--- src/rtl/axi_logpwr_avg_pkg.sv ---
// Shared constants for the axi_logpwr_avg slice.
//   INT_W        : integer bits of the log2 result (leading-one position 0..63)
//   PIPE_LAT     : registered stages from accepted sample to FIFO write
//   AFULL_MARGIN : free FIFO entries that must remain for i_tready to stay high
//   acc_width()  : accumulator width that holds 2^MAX_AVG_LOG2 worst-case powers
package axi_logpwr_avg_pkg;

  localparam int unsigned INT_W        = 6;
  localparam int unsigned PIPE_LAT     = 6;
  localparam int unsigned AFULL_MARGIN = PIPE_LAT + 1;

  function automatic int unsigned acc_width(input int unsigned in_w,
                                            input int unsigned max_avg_log2);
    return 2 * in_w + 1 + max_avg_log2;
  endfunction

endpackage

--- src/rtl/axi_logpwr_avg_if.sv ---
// AXI-stream style handshake bundle for axi_logpwr_avg.
//   i_tdata/i_tlast/i_tvalid/i_tready : complex sample input {re, im}
//   o_tdata/o_tlast/o_tvalid/o_tready : log2 power output
// slave is the DUT view, master the view of whatever drives and drains it.
interface axi_logpwr_avg_if #(
  parameter int unsigned IN_W  = 16,
  parameter int unsigned OUT_W = 16
);
  logic [2*IN_W-1:0] i_tdata;
  logic              i_tlast;
  logic              i_tvalid;
  logic              i_tready;
  logic [OUT_W-1:0]  o_tdata;
  logic              o_tlast;
  logic              o_tvalid;
  logic              o_tready;

  modport master (
    output i_tdata, i_tlast, i_tvalid, o_tready,
    input  i_tready, o_tdata, o_tlast, o_tvalid
  );

  modport slave (
    input  i_tdata, i_tlast, i_tvalid, o_tready,
    output i_tready, o_tdata, o_tlast, o_tvalid
  );
endinterface

--- src/rtl/axi_logpwr_avg_log2_approx.sv ---
// Piecewise-linear log2 of an unsigned accumulator, two register stages.
//   in_valid/in_acc   : value to convert
//   out_valid/out_raw : {leading-one position, FRAC_W bits below it}
// A zero input yields zero.
module logpwr_log2_approx
  import axi_logpwr_avg_pkg::*;
#(
  parameter int unsigned ACC_W  = 41,
  parameter int unsigned FRAC_W = 10
) (
  input  logic                    clk,
  input  logic                    reset,
  input  logic                    in_valid,
  input  logic [ACC_W-1:0]        in_acc,
  output logic                    out_valid,
  output logic [INT_W+FRAC_W-1:0] out_raw
);
  logic [INT_W-1:0]        lead_c, s4_p, shamt;
  logic [ACC_W-1:0]        s4_acc;
  logic                    s4_valid;
  logic [ACC_W+FRAC_W-1:0] norm_c;

  always_comb begin
    lead_c = '0;
    for (int unsigned i = 0; i < ACC_W; i++)
      if (in_acc[i]) lead_c = INT_W'(i);
  end

  // Move the leading one to the MSB; the appended zeros give right padding
  // when fewer than FRAC_W bits sit below it.
  assign shamt  = INT_W'(ACC_W - 1) - s4_p;
  assign norm_c = {s4_acc, {FRAC_W{1'b0}}} << shamt;

  always_ff @(posedge clk or posedge reset) begin
    if (reset) begin
      s4_valid  <= 1'b0;
      s4_p      <= '0;
      s4_acc    <= '0;
      out_valid <= 1'b0;
      out_raw   <= '0;
    end else begin
      s4_valid  <= in_valid;
      s4_p      <= lead_c;
      s4_acc    <= in_acc;
      out_valid <= s4_valid;
      out_raw   <= {s4_p, norm_c[ACC_W+FRAC_W-2 -: FRAC_W]};
    end
  end
endmodule

--- src/rtl/fifo_srl.sv ---
// Shift-register FIFO, first-word-fall-through.
//   wr_en/wr_data : push (ignored when full unless a pop happens the same cycle)
//   rd_en         : pop when rd_valid
//   rd_data       : head entry, forced to zero while empty
//   rd_valid      : FIFO not empty
//   count         : current occupancy 0..2^LOG2_DEPTH
module fifo_srl #(
  parameter int unsigned WIDTH      = 17,
  parameter int unsigned LOG2_DEPTH = 6
) (
  input  logic                  clk,
  input  logic                  reset,
  input  logic                  wr_en,
  input  logic [WIDTH-1:0]      wr_data,
  input  logic                  rd_en,
  output logic [WIDTH-1:0]      rd_data,
  output logic                  rd_valid,
  output logic [LOG2_DEPTH:0]   count
);
  localparam int unsigned DEPTH = 1 << LOG2_DEPTH;

  logic [WIDTH-1:0]      mem [DEPTH];
  logic                  push, pop;
  logic [LOG2_DEPTH-1:0] head;

  assign rd_valid = (count != '0);
  assign pop      = rd_en && rd_valid;
  assign push     = wr_en && ((count != (LOG2_DEPTH+1)'(DEPTH)) || pop);
  // Newest entry sits at mem[0]; the oldest is at count-1.
  assign head     = LOG2_DEPTH'(count - 1'b1);
  assign rd_data  = rd_valid ? mem[head] : '0;

  always_ff @(posedge clk) begin
    if (push) begin
      mem[0] <= wr_data;
      for (int unsigned i = 1; i < DEPTH; i++) mem[i] <= mem[i-1];
    end
  end

  always_ff @(posedge clk or posedge reset) begin
    if (reset) begin
      count <= '0;
    end else begin
      case ({push, pop})
        2'b10:   count <= count + 1'b1;
        2'b01:   count <= count - 1'b1;
        default: count <= count;
      endcase
    end
  end
endmodule

--- src/rtl/axi_logpwr_avg.sv ---
// Log-power averager: re^2+im^2 accumulated over 2^N samples (or until tlast),
// converted to unsigned fixed-point log2 and divided by 2^N in the log domain.
//   clk, reset    : clock, asynchronous active-high reset
//   cfg_avg_log2  : averaging exponent N, clamped to MAX_AVG_LOG2
//   s             : input/output stream handshakes (slave view)
module axi_logpwr_avg
  import axi_logpwr_avg_pkg::*;
#(
  parameter int unsigned IN_W         = 16,
  parameter int unsigned OUT_W        = 16,
  parameter int unsigned MAX_AVG_LOG2 = 8,
  parameter int unsigned LOG2_DEPTH   = 6
) (
  input  logic                              clk,
  input  logic                              reset,
  input  logic [$clog2(MAX_AVG_LOG2+1)-1:0] cfg_avg_log2,
  axi_logpwr_avg_if.slave                   s
);
  localparam int unsigned FRAC_W = OUT_W - INT_W;
  localparam int unsigned ACC_W  = acc_width(IN_W, MAX_AVG_LOG2);
  localparam int unsigned PWR_W  = 2 * IN_W + 1;
  localparam int unsigned N_W    = $clog2(MAX_AVG_LOG2 + 1);
  localparam int unsigned CNT_W  = MAX_AVG_LOG2 + 1;
  localparam int unsigned DEPTH  = 1 << LOG2_DEPTH;

  logic                     accept;
  logic signed [2*IN_W-1:0] re_x, im_x;
  logic [N_W-1:0]           n_in;

  assign accept = s.i_tvalid && s.i_tready;
  assign re_x   = (2*IN_W)'($signed(s.i_tdata[2*IN_W-1 -: IN_W]));
  assign im_x   = (2*IN_W)'($signed(s.i_tdata[IN_W-1:0]));
  assign n_in   = (cfg_avg_log2 > N_W'(MAX_AVG_LOG2)) ? N_W'(MAX_AVG_LOG2) : cfg_avg_log2;

  // N rides along with each sample; S3 keeps the copy carried by the
  // window's first sample, which equals latching cfg at that acceptance.
  logic                s1_valid, s1_last, s2_valid, s2_last;
  logic [N_W-1:0]      s1_n, s2_n;
  logic [2*IN_W-1:0]   s1_re2, s1_im2;
  logic [PWR_W-1:0]    s2_pow;

  logic [CNT_W-1:0]    win_cnt, last_idx;
  logic [N_W-1:0]      win_n, n_eff, s3_n, s4_n, s5_n;
  logic [ACC_W-1:0]    acc, acc_next;
  logic                first, close, s3_valid, s3_last, s4_last, s5_last;

  logic                raw_valid;
  logic [OUT_W-1:0]    raw;
  logic [OUT_W:0]      diff_c;
  logic                s6_valid, s6_last;
  logic [OUT_W-1:0]    s6_data;

  logic [OUT_W:0]      fifo_dout;
  logic [LOG2_DEPTH:0] fifo_count;

  always_comb begin
    first    = (win_cnt == '0);
    n_eff    = first ? s2_n : win_n;
    last_idx = (CNT_W'(1) << n_eff) - 1'b1;
    acc_next = (first ? '0 : acc) + ACC_W'(s2_pow);
    close    = s2_valid && (s2_last || (win_cnt == last_idx));
  end

  assign diff_c = {1'b0, raw} - ((OUT_W+1)'(s5_n) << FRAC_W);

  always_ff @(posedge clk or posedge reset) begin
    if (reset) begin
      s.i_tready <= 1'b0;
      s1_valid <= 1'b0; s1_last <= 1'b0; s1_n <= '0; s1_re2 <= '0; s1_im2 <= '0;
      s2_valid <= 1'b0; s2_last <= 1'b0; s2_n <= '0; s2_pow <= '0;
      win_cnt  <= '0;   win_n   <= '0;   acc  <= '0;
      s3_valid <= 1'b0; s3_last <= 1'b0; s3_n <= '0;
      s4_last  <= 1'b0; s4_n    <= '0;   s5_last <= 1'b0; s5_n <= '0;
      s6_valid <= 1'b0; s6_last <= 1'b0; s6_data <= '0;
    end else begin
      s.i_tready <= ((LOG2_DEPTH+1)'(DEPTH) - fifo_count) > (LOG2_DEPTH+1)'(AFULL_MARGIN);
      // S1
      s1_valid <= accept;
      s1_last  <= s.i_tlast;
      s1_n     <= n_in;
      s1_re2   <= re_x * re_x;
      s1_im2   <= im_x * im_x;
      // S2
      s2_valid <= s1_valid;
      s2_last  <= s1_last;
      s2_n     <= s1_n;
      s2_pow   <= {1'b0, s1_re2} + {1'b0, s1_im2};
      // S3: acc is the S3 data register; s3_valid marks a closed window
      s3_valid <= close;
      if (s2_valid) begin
        acc     <= acc_next;
        win_n   <= n_eff;
        win_cnt <= close ? '0 : win_cnt + 1'b1;
        s3_last <= s2_last;
        s3_n    <= n_eff;
      end
      // S4/S5 sideband alongside the log2 sub-module
      s4_last <= s3_last; s4_n <= s3_n;
      s5_last <= s4_last; s5_n <= s4_n;
      // S6
      s6_valid <= raw_valid;
      s6_last  <= s5_last;
      s6_data  <= diff_c[OUT_W] ? '0 : diff_c[OUT_W-1:0];
    end
  end

  logpwr_log2_approx #(
    .ACC_W  (ACC_W),
    .FRAC_W (FRAC_W)
  ) u_log2 (
    .clk       (clk),
    .reset     (reset),
    .in_valid  (s3_valid),
    .in_acc    (acc),
    .out_valid (raw_valid),
    .out_raw   (raw)
  );

  fifo_srl #(
    .WIDTH      (OUT_W + 1),
    .LOG2_DEPTH (LOG2_DEPTH)
  ) u_fifo (
    .clk      (clk),
    .reset    (reset),
    .wr_en    (s6_valid),
    .wr_data  ({s6_last, s6_data}),
    .rd_en    (s.o_tready),
    .rd_data  (fifo_dout),
    .rd_valid (s.o_tvalid),
    .count    (fifo_count)
  );

  assign s.o_tlast = fifo_dout[OUT_W];
  assign s.o_tdata = fifo_dout[OUT_W-1:0];
endmodule

--- src/flat_wrapper.sv ---
// flat-port wrapper written by rule: the top's interface ports become plain ports
module axi_logpwr_avg_flat import axi_logpwr_avg_pkg::*;
#(
  parameter int unsigned IN_W         = 16,
  parameter int unsigned OUT_W        = 16,
  parameter int unsigned MAX_AVG_LOG2 = 8,
  parameter int unsigned LOG2_DEPTH   = 6
)
  (clk, reset, cfg_avg_log2, s_i_tdata, s_i_tlast, s_i_tvalid, s_o_tready, s_i_tready, s_o_tdata, s_o_tlast, s_o_tvalid);
  axi_logpwr_avg_if #(.IN_W(IN_W), .OUT_W(OUT_W)) s_i ();
  input  logic clk;
  input  logic reset;
  input  logic [$clog2(MAX_AVG_LOG2+1)-1:0] cfg_avg_log2;
  input wire logic [$bits(s_i.i_tdata)-1:0] s_i_tdata;
  input wire logic [$bits(s_i.i_tlast)-1:0] s_i_tlast;
  input wire logic [$bits(s_i.i_tvalid)-1:0] s_i_tvalid;
  input wire logic [$bits(s_i.o_tready)-1:0] s_o_tready;
  output wire logic [$bits(s_i.i_tready)-1:0] s_i_tready;
  output wire logic [$bits(s_i.o_tdata)-1:0] s_o_tdata;
  output wire logic [$bits(s_i.o_tlast)-1:0] s_o_tlast;
  output wire logic [$bits(s_i.o_tvalid)-1:0] s_o_tvalid;
  assign s_i.i_tdata = s_i_tdata;
  assign s_i.i_tlast = s_i_tlast;
  assign s_i.i_tvalid = s_i_tvalid;
  assign s_i.o_tready = s_o_tready;
  assign s_i_tready = s_i.i_tready;
  assign s_o_tdata = s_i.o_tdata;
  assign s_o_tlast = s_i.o_tlast;
  assign s_o_tvalid = s_i.o_tvalid;
  axi_logpwr_avg #(.IN_W(IN_W), .OUT_W(OUT_W), .MAX_AVG_LOG2(MAX_AVG_LOG2), .LOG2_DEPTH(LOG2_DEPTH)) u_core (.clk(clk), .reset(reset), .cfg_avg_log2(cfg_avg_log2), .s(s_i));
endmodule
--- config.mk ---
export PLATFORM = sky130hd
export DESIGN_NAME = axi_logpwr_avg_flat
export DESIGN_NICKNAME = d
export VERILOG_FILES = /design/src/rtl/axi_logpwr_avg_pkg.sv /design/src/rtl/axi_logpwr_avg_if.sv /design/src/rtl/axi_logpwr_avg_log2_approx.sv /design/src/rtl/fifo_srl.sv /design/src/rtl/axi_logpwr_avg.sv /design/src/flat_wrapper.sv
export SDC_FILE = /design/constraint.sdc
export NUM_CORES = 2
export LEC_CHECK = 0
export BUFFER_PORTS_ARGS = -buffer_cell sky130_fd_sc_hd__buf_2
export CORE_MARGIN = 2
export CORE_UTILIZATION = 43
export DETAILED_ROUTE_END_ITERATION = 12
export GPL_TIMING_DRIVEN = 1
export SYNTH_ARGS = -nofsm -noshare
export SYNTH_HDL_FRONTEND = slang
export SYNTH_HIERARCHICAL = 1
export SYNTH_SLANG_ARGS = --single-unit
export TNS_END_PERCENT = 20
--- constraint.sdc ---
create_clock -name clk -period 26.7 [get_ports clk]
set_input_delay 2.67 -clock clk [delete_from_list [all_inputs] [get_ports clk]]
set_output_delay 2.67 -clock clk [all_outputs]
set_load 0.1 [all_outputs]
# ---- Word-level counts from Yosys, hierarchy flattened
# Memories as Yosys holds them, arrays and structs flattened.
# Index checks and enable logic that the tools add are counted.
dict set report word_totals {
  output_inout_bits 19
  elab_cells 106
  ff_bits 266
  mem_bits_rw 1088
  in_bits 41
  n_memories 1
}
dict set report classes {
  add_sub_neg 9
  n_reduce_logical 9
  eq_ne 4
  magnitude_cmp 2
  muxes 49
  multipliers 2
  shifts 2
}
# memory words width rd rd_ports_with_merged_regs write_ports line
set mem_list {}
lappend mem_list {u_core.u_fifo.mem 64 17 64 0 64 fifo_srl.sv:22} ;# logic [WIDTH-1:0] mem [DEPTH];
# operator count
set op_table {}
lappend op_table {{$mux 6} 39}
lappend op_table {{$mul 16x16->32} 2}
lappend op_table {{$shl 51x6->50} 1}
lappend op_table {{$add 41x33->41} 1}
lappend op_table {{$mux 41} 1}
lappend op_table {{$add 32x32->33} 1}
lappend op_table {{$mux 17} 1}
lappend op_table {{$sub 16x14->17} 1}
lappend op_table {{$mux 16} 1}
lappend op_table {{$pmux 7 s2} 1}
lappend op_table {{$add 9x1->9 const B} 1}
lappend op_table {{$eq 9x9->1} 1}
lappend op_table {{$logic_not 9->1} 1}
lappend op_table {{$mux 9} 1}
lappend op_table {{$shl 1x4->9 const A} 1}
lappend op_table {{$sub 9x1->9 const B} 1}
lappend op_table {{$mux 4} 2}
lappend op_table {{$add 7x1->7 const B} 1}
lappend op_table {{$gt 7x3->1 const B} 1}
lappend op_table {{$ne 7x7->1 const B} 1}
lappend op_table {{$reduce_bool 7->1} 1}
lappend op_table {{$sub 7x1->7 const B} 1}
lappend op_table {{$sub 7x7->7 const A} 1}
lappend op_table {{$sub 6x6->6 const A} 1}
lappend op_table {{other kinds (7)} 13}

# ---- Logic depth before layout (Yosys ltp)
dict set report depth {
  word_depth 40
  ltp_mapped 26
  depth_no_buf 24
}

# ---- Hierarchy
# Netlist, hierarchy kept.
# module area_per_inst_um2 instances cells_each seq_area_each_um2
set modules_own_cells {}
lappend modules_own_cells {fifo_srl 42259.3 1 2239 32846.5}
lappend modules_own_cells {axi_logpwr_avg 27436.3 1 2851 4804.6}
lappend modules_own_cells {logpwr_log2_approx 3831.2 1 355 1601.5}

# ---- Worst setup path after synthesis
# No wires, ideal clock.
dict set report synth_timing {
  kind {input -> register}
  startpoint {in s_o_tready}
  endpoint {mem u_core.u_fifo.mem[0][0] (enable)}
  arrival_time_ns 23.774
  required_time_ns 25.277
  n_path_buf 0
  path_slack_ns 1.503
  setup_ns 1.423
  stages 3
  cell_sequence {nand2b_1 > o21ai_0 > inv_1}
}
# item line
set synth_lines {}
lappend synth_lines {{start, declared} flat_wrapper.sv:17} ;# input wire logic [$bits(s_i.o_tready)-1:0] s_o_tready;
lappend synth_lines {{end, declared} fifo_srl.sv:22}

# ---- Worst setup path in the final report
dict set report layout_timing {
  startpoint {reg u_core.u_fifo.count[0]}
  endpoint {out s_o_tdata[6]}
}
dict set report layout_between {
  elab_chain_len 3
  word_cells_on_any_way 4
  cone_classes {add/sub (1); mux (1); reduce/logical (1); memory (1)}
}
# item line
set layout_rtl {}
lappend layout_rtl {{start, declared} fifo_srl.sv:18} ;# output logic [LOG2_DEPTH:0] count
lappend layout_rtl {{start signal, assigned} fifo_srl.sv:45} ;# 2'b10: count <= count + 1'b1;
lappend layout_rtl {{start signal, assigned} fifo_srl.sv:46} ;# 2'b01: count <= count - 1'b1;
lappend layout_rtl {{start signal, assigned} fifo_srl.sv:47} ;# default: count <= count;
lappend layout_rtl {{$sub 7x1->7} --}
lappend layout_rtl {{$mem_v2 64x17} --}
lappend layout_rtl {{$mux 17 *} fifo_srl.sv:31} ;# assign rd_data = rd_valid ? mem[head] : '0;
lappend layout_rtl {{end, declared} flat_wrapper.sv:19} ;# output wire logic [$bits(s_i.o_tdata)-1:0] s_o_tdata;
# Mark *: on every way between the ends. The rest lies on a longest branch, timed or not.

==> summary by stage <==
Run status
The run finished with clean final reports.

Yosys
The most frequent cell after synthesis is edfxtp_1. In the synthesized netlist, the cells that appear most often are edfxtp_1, inv_1, nand2_1, fa_1, dfrtp_1. Summed over all instances, the cell type with the most area after synthesis is edfxtp_1. In this run the cell area of the synthesized design comes to 0.0735 sq mm.

The synthesized design contains between 1000 and 1500 enable-type register cells. The predominant post-synthesis flop cell is edfxtp_1. The synthesized design devotes to its leading area cell type about 44% of total area.

The count of different cell masters after synthesis is 94. Of all flip-flops after synthesis, the portion carrying an async set or reset was 19.5%. The sequential cell area fraction in the yosys report is a little over half. By area the synthesized netlist is led by edfxtp_1, fa_1, dfrtp_1.

Counting every net in the synthesized netlist gives roughly 6200. During synthesis, Yosys emitted a total of 6 warnings. The average footprint of a synthesized cell is approximately 14 sq um. In the synthesized netlist, the number of instances is around 5400. The register bit count reported by yosys is 1351.

Global route
The number of global-route vias before repair is between 40000 and 50000. The total overflow left after global routing is 0. The initial antenna violation count came to 4.

Global routing consumed, over all layers together, around 18% of the routing resources. The global-route wire length before repair is between 200 and 250 mm. The maximum number of pins on one net before global-route repair is ~200.

STA
The clock skew after layout is between 60 and 70 ps. The final number of setup-violating endpoints is 0. The number of pins exceeding their max-slew limit in the final report is 0. Headroom to the max-slew limit came out at between 20% and 30%.

The worst path uses about a third of the clock period. For the pin with the worst max-slew slack, the measured transition is about 1200 ps. Setup repair after global routing left no endpoint under its margin. The achievable clock frequency is about 110 MHz. The final-report hold violation count is 0.

After routing, the total negative slack on setup checks comes to 0 ps. The worst path in the final design needs a cycle of 9150 ps, including I/O delays and setup.

Critical path
The signal on the critical path passes through inv_2 > ha_4 > buf_4 > buf_4 > nor2b_4 > buf_4 > nand3_1 > a31oi_1 > or4_1 > o21ai_1 > buf_2. The critical path is of the flip-flop to output port type. The reg-to-reg setup timing slack is 19200 ps. The count of buffer and inverter cells on the critical path is 5. The worst setup path is launched from a flip-flop. Along the worst path, the maximum fanout reaches 55. The worst register-to-register path begins at u_core/u_fifo/count[0]. In this run the critical register-to-register path is captured at u_core/u_fifo/mem[22][3]. The most numerous cell type found on the critical path is buf_4.

The cell family contributing the most delay on the critical path is buffers and inverters. The peak per-stage delay on the critical path is ~800 ps. For this design, the slowest cell found on the critical path is buf_4. The kind of capture point of the worst setup path is an output port. At the worst endpoint, the required time is roughly 24000 ps. The origin of the worst setup path is u_core/u_fifo/count[0]. Data on the critical path arrives at its endpoint at ~6500 ps. The depth of the most critical reg-to-reg path is 11.

Die
In this run the core area contains around 150 standard-cell rows. The floorplan step defined a die boundary enclosing 0.174 sq mm. The die outline width is between 400 and 500 um. The effective utilization at floorplan is a little over two fifths.

The die is roughly 420 um tall. The floorplan core area is around 0.17 sq mm. 60 I/O pins were placed.

Place
The count of port buffers added during placement is slightly below 60. The placer congestion estimate is about 0.85. The estimated wirelength of the detail-placed design is between 100 and 150 mm.

Clock tree
The source-to-sink clock delay at the later pin of the worst-skew pair is between 700 and 800 ps. The buffer depth of the longest clock path is 3. The hold buffer count at cts is 0. The post-cts gate resize count is 0. Counting every sink on the clock net gives 1351. The TritonCTS clock tree is yes. The clock tree synthesis step divided the H-tree into 4 levels. Clock-pin slew was measured on the worst setup and hold paths at 60 ps. Once the clock tree was built, the setup fixing pass inserted 0 buffers. The root buffer cell chosen for the clock tree is clkbuf_16.

Buffers inserted during clock tree synthesis total about 140.

Drt
In the routed layout, each cell is associated on average with a via count of between 5 and 6. The first TritonRoute pass finished after 7 iterations. In the routed design, unresolved DRC markers number 0. In this run the remaining antenna-violating nets after routing total 0.

The total wire length after detailed routing is ~150 mm. The mean routed wirelength per cell is 19.3 um. The detailed router finished its first iteration with 3244 violations. The detailed router placed roughly 42000 vias in this run.

Hold path
The class of the tightest hold or removal check is flip-flop to flip-flop. The worst hold path terminates at u_core/s5_n[3]. The worst hold path was traced through 0 stages.

The worst hold path begins at u_core/s4_n[3].

Layout
Of the cells placed in the final design, the portion with a size suffix greater than 1 is a little under an eighth. From synthesis to final layout, the design area changed by 9.78%. The net count of the finished layout is between 6000 and 7000.

Flow run
The count of max-cap constraint violations is 0.
final cells by class:
cell class	instances	area (sq um)
Inverter	700	2640
Clock inverter	70	912
Tap cell	2218	2780
Timing Repair Buffer	101	648
Antenna cell	1	2.50
Sequential cell	1351	39300
Clock buffer	185	3730
Multi-Input combinational cell	3176	30800
Fill cell	14900	88900
flip-flops by register name (all words and copies together) (netlist names), 4 cells and up:
signal	flops
u_core/s1_re2	31
u_core/u_log2/out_raw	16
u_core/u_log2/s4_p	6
u_core/s2_n	4
u_core/acc	41
u_core/s2_pow	33
u_core/u_log2/s4_acc	40
u_core/u_fifo/mem	1088
u_core/win_cnt	9
u_core/s3_n	4
u_core/s1_im2	31
u_core/u_fifo/count	7
u_core/s1_n	4
u_core/s4_n	4
u_core/s5_n	4
u_core/s6_data	16
cells by family after synthesis:
logic type               count (synthesis)  share of synthesized area [%]
AO/OA/AOI/OAI                          597                           5.54
XOR/XNOR                               171                           2.09
adder cells (fa/ha/maj)                728                           17.2
buffers and inverters                  918                           4.93
flip-flops                            1351                           53.4
multiplexers                           360                           8.60
AND/OR/NAND/NOR                       1320                           8.26
placed cells by master, fill, tap and decap left out, types with 12 or more instances in the layout:
cell type / n
a21o_1: 55
nor2_1: 213
inv_1: 695
clkinv_2: 21
nor4_1: 13
nand2_1: 620
mux2_2: 67
xnor2_1: 126
o22ai_1: 41
or3_1: 12
mux2i_1: 83
nand4_1: 14
a32oi_1: 42
a211oi_1: 41
o21a_1: 15
clkinv_1: 19
o21ai_0: 78
a31o_2: 15
nor3_1: 33
and3_1: 22
fa_1: 470
a31oi_1: 61
mux4_2: 204
xor2_1: 40
o21bai_1: 17
o211ai_1: 15
a21oi_1: 110
clkbuf_16: 139
nand3_1: 133
clkbuf_1: 38
nor2b_1: 34
edfxtp_1: 1088
nand2b_1: 24
or4_1: 21
ha_1: 256
and2_1: 134
buf_2: 59
buf_4: 39
dfrtp_1: 262
stage by stage:
stage	utilization, %	hold slack [ps]	worst slack (ps)	area, sq um	std cells
6_report	47.6	346	17550	80700	7802
5_1_grt	47.6	354	17210	80700	7802
4_1_cts	47.6	344	17370	80700	7801
3_5_place_dp	44.8	335	17150	76100	7546
3_3_place_gp	44.8	334	17180	76100	7546
2_1_floorplan	-	331	1500	73500	5445
metal layers:
layer,share of wire [%],GRT usage (%)
met4,1.9,4.14
met1,43,23.5
met2,51,30.1
met5,0.014,0
met3,4.1,2.54
worst max-delay path by stage:
| stage | to | slack [ps] | cells past startpoint |
|---|---|---|---|
| global route | s_o_tdata[6] | 17210 | 11 |
| floorplan | u_core/u_fifo/mem[0][0] | 1500 | 3 |
| detailed placement | u_core/s1_im2[31] | 17150 | 20 |
| finish | s_o_tdata[6] | 17550 | 11 |
| CTS | s_o_tdata[6] | 17370 | 11 |
| global placement | u_core/s1_im2[31] | 17180 | 20 |
Power is left out: the tool's default activity adds up to more than one toggle a clock period on the data nets, which glitch-free logic cannot reach.
